--- config.mk ---
export PLATFORM = sky130hd
export DESIGN_NAME = sys_bus_mst
export DESIGN_NICKNAME = d
export VERILOG_FILES = /design/src/rtl/sys_bus_mst.sv
export SDC_FILE = /design/constraint.sdc
export NUM_CORES = 1
export LEC_CHECK = 0
export ABC_AREA = 1
export CORE_UTILIZATION = 45
export DETAILED_ROUTE_END_ITERATION = 16
export PLACE_DENSITY_LB_ADDON = 0.05
export SLEW_MARGIN = 10
export SYNTH_ARGS = -nofsm -noshare
export SYNTH_HDL_FRONTEND = slang
export SYNTH_SLANG_ARGS = --single-unit
--- constraint.sdc ---
create_clock -name clk -period 2.15 [get_ports clk]
set_clock_uncertainty 0.1 [all_clocks]
set_input_delay 0.43 -clock clk [delete_from_list [all_inputs] [get_ports clk]]
set_output_delay 0.43 -clock clk [all_outputs]
set_load 0.05 [all_outputs]
--- src/rtl/sys_bus_mst.sv ---
// sys_bus_mst: single-outstanding command-to-system-bus master.
// Accepts one read/write command, issues a one-cycle strobe, waits for
// ack/err (or a timeout when SYS_BUS_MST_TIMEOUT_EN is defined) and
// returns one response held until rsp_rdy.
// Ports: clk, rstn (async active-low);
//   cmd_*  command handshake (vld/rdy, wen, addr, wdata);
//   rsp_*  response handshake (vld/rdy, rdata, err, tmo);
//   bus_*  system bus (addr, wdata, wen, ren strobes, rdata, ack, err).
// Parameters: AW, DW (bus widths), TW (timeout counter width),
//   TMO (timeout in WAIT cycles, 1..2**TW-1).
module sys_bus_mst #(
    parameter int AW  = 32,
    parameter int DW  = 32,
    parameter int TW  = 8,
    parameter int TMO = 255
) (
    input  logic          clk,
    input  logic          rstn,
    input  logic          cmd_vld,
    output logic          cmd_rdy,
    input  logic          cmd_wen,
    input  logic [AW-1:0] cmd_addr,
    input  logic [DW-1:0] cmd_wdata,
    output logic          rsp_vld,
    input  logic          rsp_rdy,
    output logic [DW-1:0] rsp_rdata,
    output logic          rsp_err,
    output logic          rsp_tmo,
    output logic [AW-1:0] bus_addr,
    output logic [DW-1:0] bus_wdata,
    output logic          bus_wen,
    output logic          bus_ren,
    input  logic [DW-1:0] bus_rdata,
    input  logic          bus_ack,
    input  logic          bus_err
);

    typedef enum logic [1:0] {IDLE, REQ, WAIT, RSP} state_t;

    state_t state_q, state_d;
    logic   rdy_q;
    logic   wen_q;
    logic   accept;
    logic   finish;

    generate
        if (TMO < 1 || TMO > (2**TW) - 1) begin : g_bad_tmo
            $error("sys_bus_mst: TMO must be in 1..2**TW-1");
        end
    endgenerate

`ifdef SYS_BUS_MST_TIMEOUT_EN
    localparam logic [TW-1:0] TLIM = TW'(TMO - 1);

    logic [TW-1:0] cnt_q;
    logic          tmo_q;
`endif

    always_comb begin
        state_d = state_q;
        accept  = 1'b0;
        unique case (state_q)
            IDLE: begin
                if (cmd_vld && rdy_q) begin
                    accept  = 1'b1;
                    state_d = REQ;
                end
            end
            REQ: state_d = WAIT;
            WAIT: begin
                if (bus_ack || bus_err) begin
                    state_d = RSP;
                end
`ifdef SYS_BUS_MST_TIMEOUT_EN
                else if (cnt_q == TLIM) begin
                    state_d = RSP;
                end
`endif
            end
            RSP: begin
                if (rsp_rdy) begin
                    state_d = IDLE;
                end
            end
            default: state_d = IDLE;
        endcase
    end

    assign finish = (state_q == WAIT) && (state_d == RSP);

    always_ff @(posedge clk or negedge rstn) begin
        if (!rstn) begin
            state_q <= IDLE;
            rdy_q   <= 1'b0;
        end else begin
            state_q <= state_d;
            rdy_q   <= 1'b1;
        end
    end

    always_ff @(posedge clk or negedge rstn) begin
        if (!rstn) begin
            bus_addr  <= '0;
            bus_wdata <= '0;
            wen_q     <= 1'b0;
            rsp_rdata <= '0;
            rsp_err   <= 1'b0;
        end else begin
            if (accept) begin
                bus_addr  <= cmd_addr;
                bus_wdata <= cmd_wdata;
                wen_q     <= cmd_wen;
            end
            if (finish) begin
                if (bus_err) begin
                    rsp_rdata <= '0;
                    rsp_err   <= 1'b1;
                end else if (bus_ack) begin
                    rsp_rdata <= wen_q ? '0 : bus_rdata;
                    rsp_err   <= 1'b0;
                end else begin
                    // only reachable through the timeout
                    rsp_rdata <= '0;
                    rsp_err   <= 1'b1;
                end
            end
        end
    end

`ifdef SYS_BUS_MST_TIMEOUT_EN
    always_ff @(posedge clk or negedge rstn) begin
        if (!rstn) begin
            cnt_q <= '0;
            tmo_q <= 1'b0;
        end else begin
            if (state_q == REQ) begin
                cnt_q <= '0;
            end else if (state_q == WAIT) begin
                cnt_q <= cnt_q + TW'(1);
            end
            if (finish) begin
                tmo_q <= !(bus_ack || bus_err);
            end
        end
    end

    assign rsp_tmo = tmo_q;
`else
    assign rsp_tmo = 1'b0;
`endif

    assign cmd_rdy = rdy_q && (state_q == IDLE);
    assign rsp_vld = (state_q == RSP);
    assign bus_wen = (state_q == REQ) && wen_q;
    assign bus_ren = (state_q == REQ) && !wen_q;

endmodule

==> flow_summary.yaml <==
setup_path:
  slowest_stage: "clkdlybuf4s50_1"
  cp-startpoint: "rsp_rdata[9]$_DFFE_PN0P_"
  cp_num_buf_inv: 1
  cp-start-kind: "flop"
  r2r_cells: 5
  r2r_slack_ns: 0.57
  worstReg2RegEnd: "rsp_rdata[22]$_DFFE_PN0P_"
  worst_setup_path_end_kind: "output pin"
  worst_ep_required_time_ns: 1.62
  reg2reg_from: "state_q[0]$_DFF_PN0_"
  crit_type: "reg -> out"
  crit_path_cell_trace: "clkdlybuf4s50_1"
  worst-endpoint-arrival_ns: 1.56
  cpLargestDelayFamily: "buffers and inverters"
  setup.worst_path.end: "rsp_rdata[9]"
  path_max_fanout: 2
  crit_path_max_incr_delay_ns: 0.81
  path_depth: 1
route:
  drc: 0
  viasPerCell: 4.88
  firstDrtPassIters: 4
  wl_per_cell_um: 14.1
  first_iter_violations: 202
  via_count: 4140
  final_antenna_net_count: 0
  wl_um: 11900
layout:
  drive_gt1_share_pct: 6.53
  layout.nets: 818
  num-fill-cells: 807
  n_antenna_cell: 0
  syn_to_final_growth_pct: 51.3
  layout.cells.non_filler: 849
  finalInstanceArea_mm2: 0.00666
  utilization_pct: 71.0
placement:
  hpwl_um: 8300
  gp_congestion: 0.757
  io_buffers: 203
  place_area_mm2: 0.00646
  dpl.cell_count: 832
  post-place-ws_ns: 0.134
floorplan:
  core_mm2: 0.00937
  io-pin-count: 205
  fp-row-count: 35
  die_w_um: 101
  die_h_um: 101
  die-area_mm2: 0.0102
  initial_core_util_pct: 46.9
power:
  p_comb_share_pct: 58.8
  fin_total_pwr_mw: 10.3
  ir_drop_mv: 0.877
  p_seq_share_pct: 30.2
  p_switching_mw: 5.30
  power_density_mw_per_mm2: 1550
  leakage_nw: 3.27
  intPower_mw: 5.01
  p_clk_share_pct: 11.0
  p_sw_share_pct: 51.4
synthesis:
  ys_warn_count: 0
  synth_area_mm2: 0.00440
  yosysSeqAreaShare_pct: 57.5
  synth_area_per_cell_um2: 8.36
  ys_ff_latch: 101
  ys_types: 17
  synth_cells: 526
  syn_nets: 629
timing:
  hold_ws_ns: 0.376
  post-route-min-period_ns: 2.09
  max_slew_margin_pct: 52.5
  period_share_pct: 97.4
  rsz0062_at_grt: "no"
  clock.fmax_ghz: 0.478
  setup_viol: 0
  tightestPinTransition_ns: 0.710
  drv_slew: 0
  hold_viol_final: 0
  setup_ws_ns: 0.0558
  fin_tns_setup_ns: 0
clock_tree:
  cts.sinks: 101
  clkTransAtPathRegs_ns: 0.10
  cts_tree: "built"
  cts_buffers: 9
  cts_root_buffer: "clkbuf_8"
  clk-insertion-delay-late_ns: 0.36
  post_cts_buffers: 0
  htree_levels: 3
  cts_buffer_depth: 2
global_routing:
  grt_pass1_wl_um: 19300
  grt-ovfl-total: 0
  grt_pass1_vias: 3943
  grt_max_degree: 46
  antenna_found_initial: 0
  track_usage_pct: 24.4
min_path:
  hp-class: "reg -> reg"
status:
  status: "completed"
flow_run:
  max-cap-violations: 0
## state kept, by name, summed over array words and instances (netlist names)
signal and cells:
bus_addr 32, bus_wdata 32, rsp_rdata 32, state_q 2, rdy_q 1, rsp_err 1, wen_q 1
## cells in the mapped netlist, drive strengths merged
cell type  number  area (um2)
nor2           40         173
buf            37         253
conb            2        7.51
inv            11        41.3
clkbuf          2        7.51
dfrtp         101        2530
o21ai           1        5.00
nand3          98         490
or2             1        6.26
nor3            1        5.00
nand2         232         883
## what timing repair did
item                                    in CTS  in global routing
gates resized for setup                      0                  1
hold buffers                                 1                  0
endpoints found under the setup margin       0                  1
endpoints found under the hold margin       34                  0
## placed cells by master, fill, tap and decap left out
| master | synthesis | routed |
|---|---|---|
| nand2_1 | 229 | 229 |
| clkdlybuf4s50_1 | 0 | 194 |
| dfrtp_1 | 101 | 101 |
| nand3_1 | 98 | 98 |
| nor2_1 | 37 | 37 |
| buf_4 | 12 | 17 |
| clkbuf_8 | 0 | 10 |
| inv_1 | 8 | 8 |
| buf_12 | 0 | 4 |
| inv_2 | 3 | 3 |
| nor2_4 | 3 | 3 |
| nand2_2 | 2 | 2 |
| conb_1 | 2 | 2 |
| clkinvlp_4 | 0 | 2 |
| inv_6 | 0 | 2 |
| nand2_4 | 1 | 1 |
| o21ai_0 | 1 | 1 |
| or2_2 | 1 | 1 |
| nor3_1 | 1 | 1 |
| clkinv_4 | 0 | 1 |
| clkinv_2 | 0 | 1 |
| dlygate4sd3_1 | 0 | 1 |
| dlymetal6s2s_1 | 0 | 1 |
## power by group through the flow
stage                     clock, mW  sequential, mW  combinational, mW
after floorplan                   0            5.76               1.40
after global placement            0            3.12               6.04
after detailed placement          0            3.14               6.10
after CTS                      1.17            3.12               6.12
after global routing           1.24            3.21               6.42
final                          1.14            3.11               6.06
## layer usage
layer | global-route usage, % | routed length (um)
met5 | 0 | 0
met1 | 30.9 | 4770
met3 | 7.21 | 1000
met2 | 40.0 | 5900
met4 | 8.47 | 263
## kinds of logic (layout without fill, tap and decap cells)
kind of cell / after synthesis / after routing / share of synthesized area, %
simple gates: 372 / 372 / 35.4
flops: 101 / 101 / 57.5
other cells: 2 / 2 / 0.171
compound gates: 1 / 1 / 0.114
buf+inv: 50 / 244 / 6.85
## worst min path at each step
stage / endpoint / start / slack (ns) / cells after the start
floorplan: bus_addr[0]$_DFFE_PN0P_ / rstn / 0.03 / 0
global placement: rsp_rdata[28]$_DFFE_PN0P_ / rstn / 0.33 / 1
detailed placement: rsp_rdata[28]$_DFFE_PN0P_ / rstn / 0.33 / 1
CTS: bus_wdata[18]$_DFFE_PN0P_ / bus_wdata[18]$_DFFE_PN0P_ / 0.38 / 2
global route: bus_wdata[14]$_DFFE_PN0P_ / bus_wdata[14]$_DFFE_PN0P_ / 0.40 / 2
finish: bus_wdata[8]$_DFFE_PN0P_ / bus_wdata[8]$_DFFE_PN0P_ / 0.38 / 2
## layout make-up
class	instances	area, um2	share of cell area (%)
Inverter	11	41.3	0.620
Clock buffer	10	138	2.07
Timing Repair Buffer	217	2170	32.6
Sequential cell	101	2530	38.0
Multi-Input combinational cell	375	1570	23.6
Clock inverter	6	46.3	0.695
Tap cell	129	161	2.42
No activity file was read; power rests on OpenSTA's default activity.
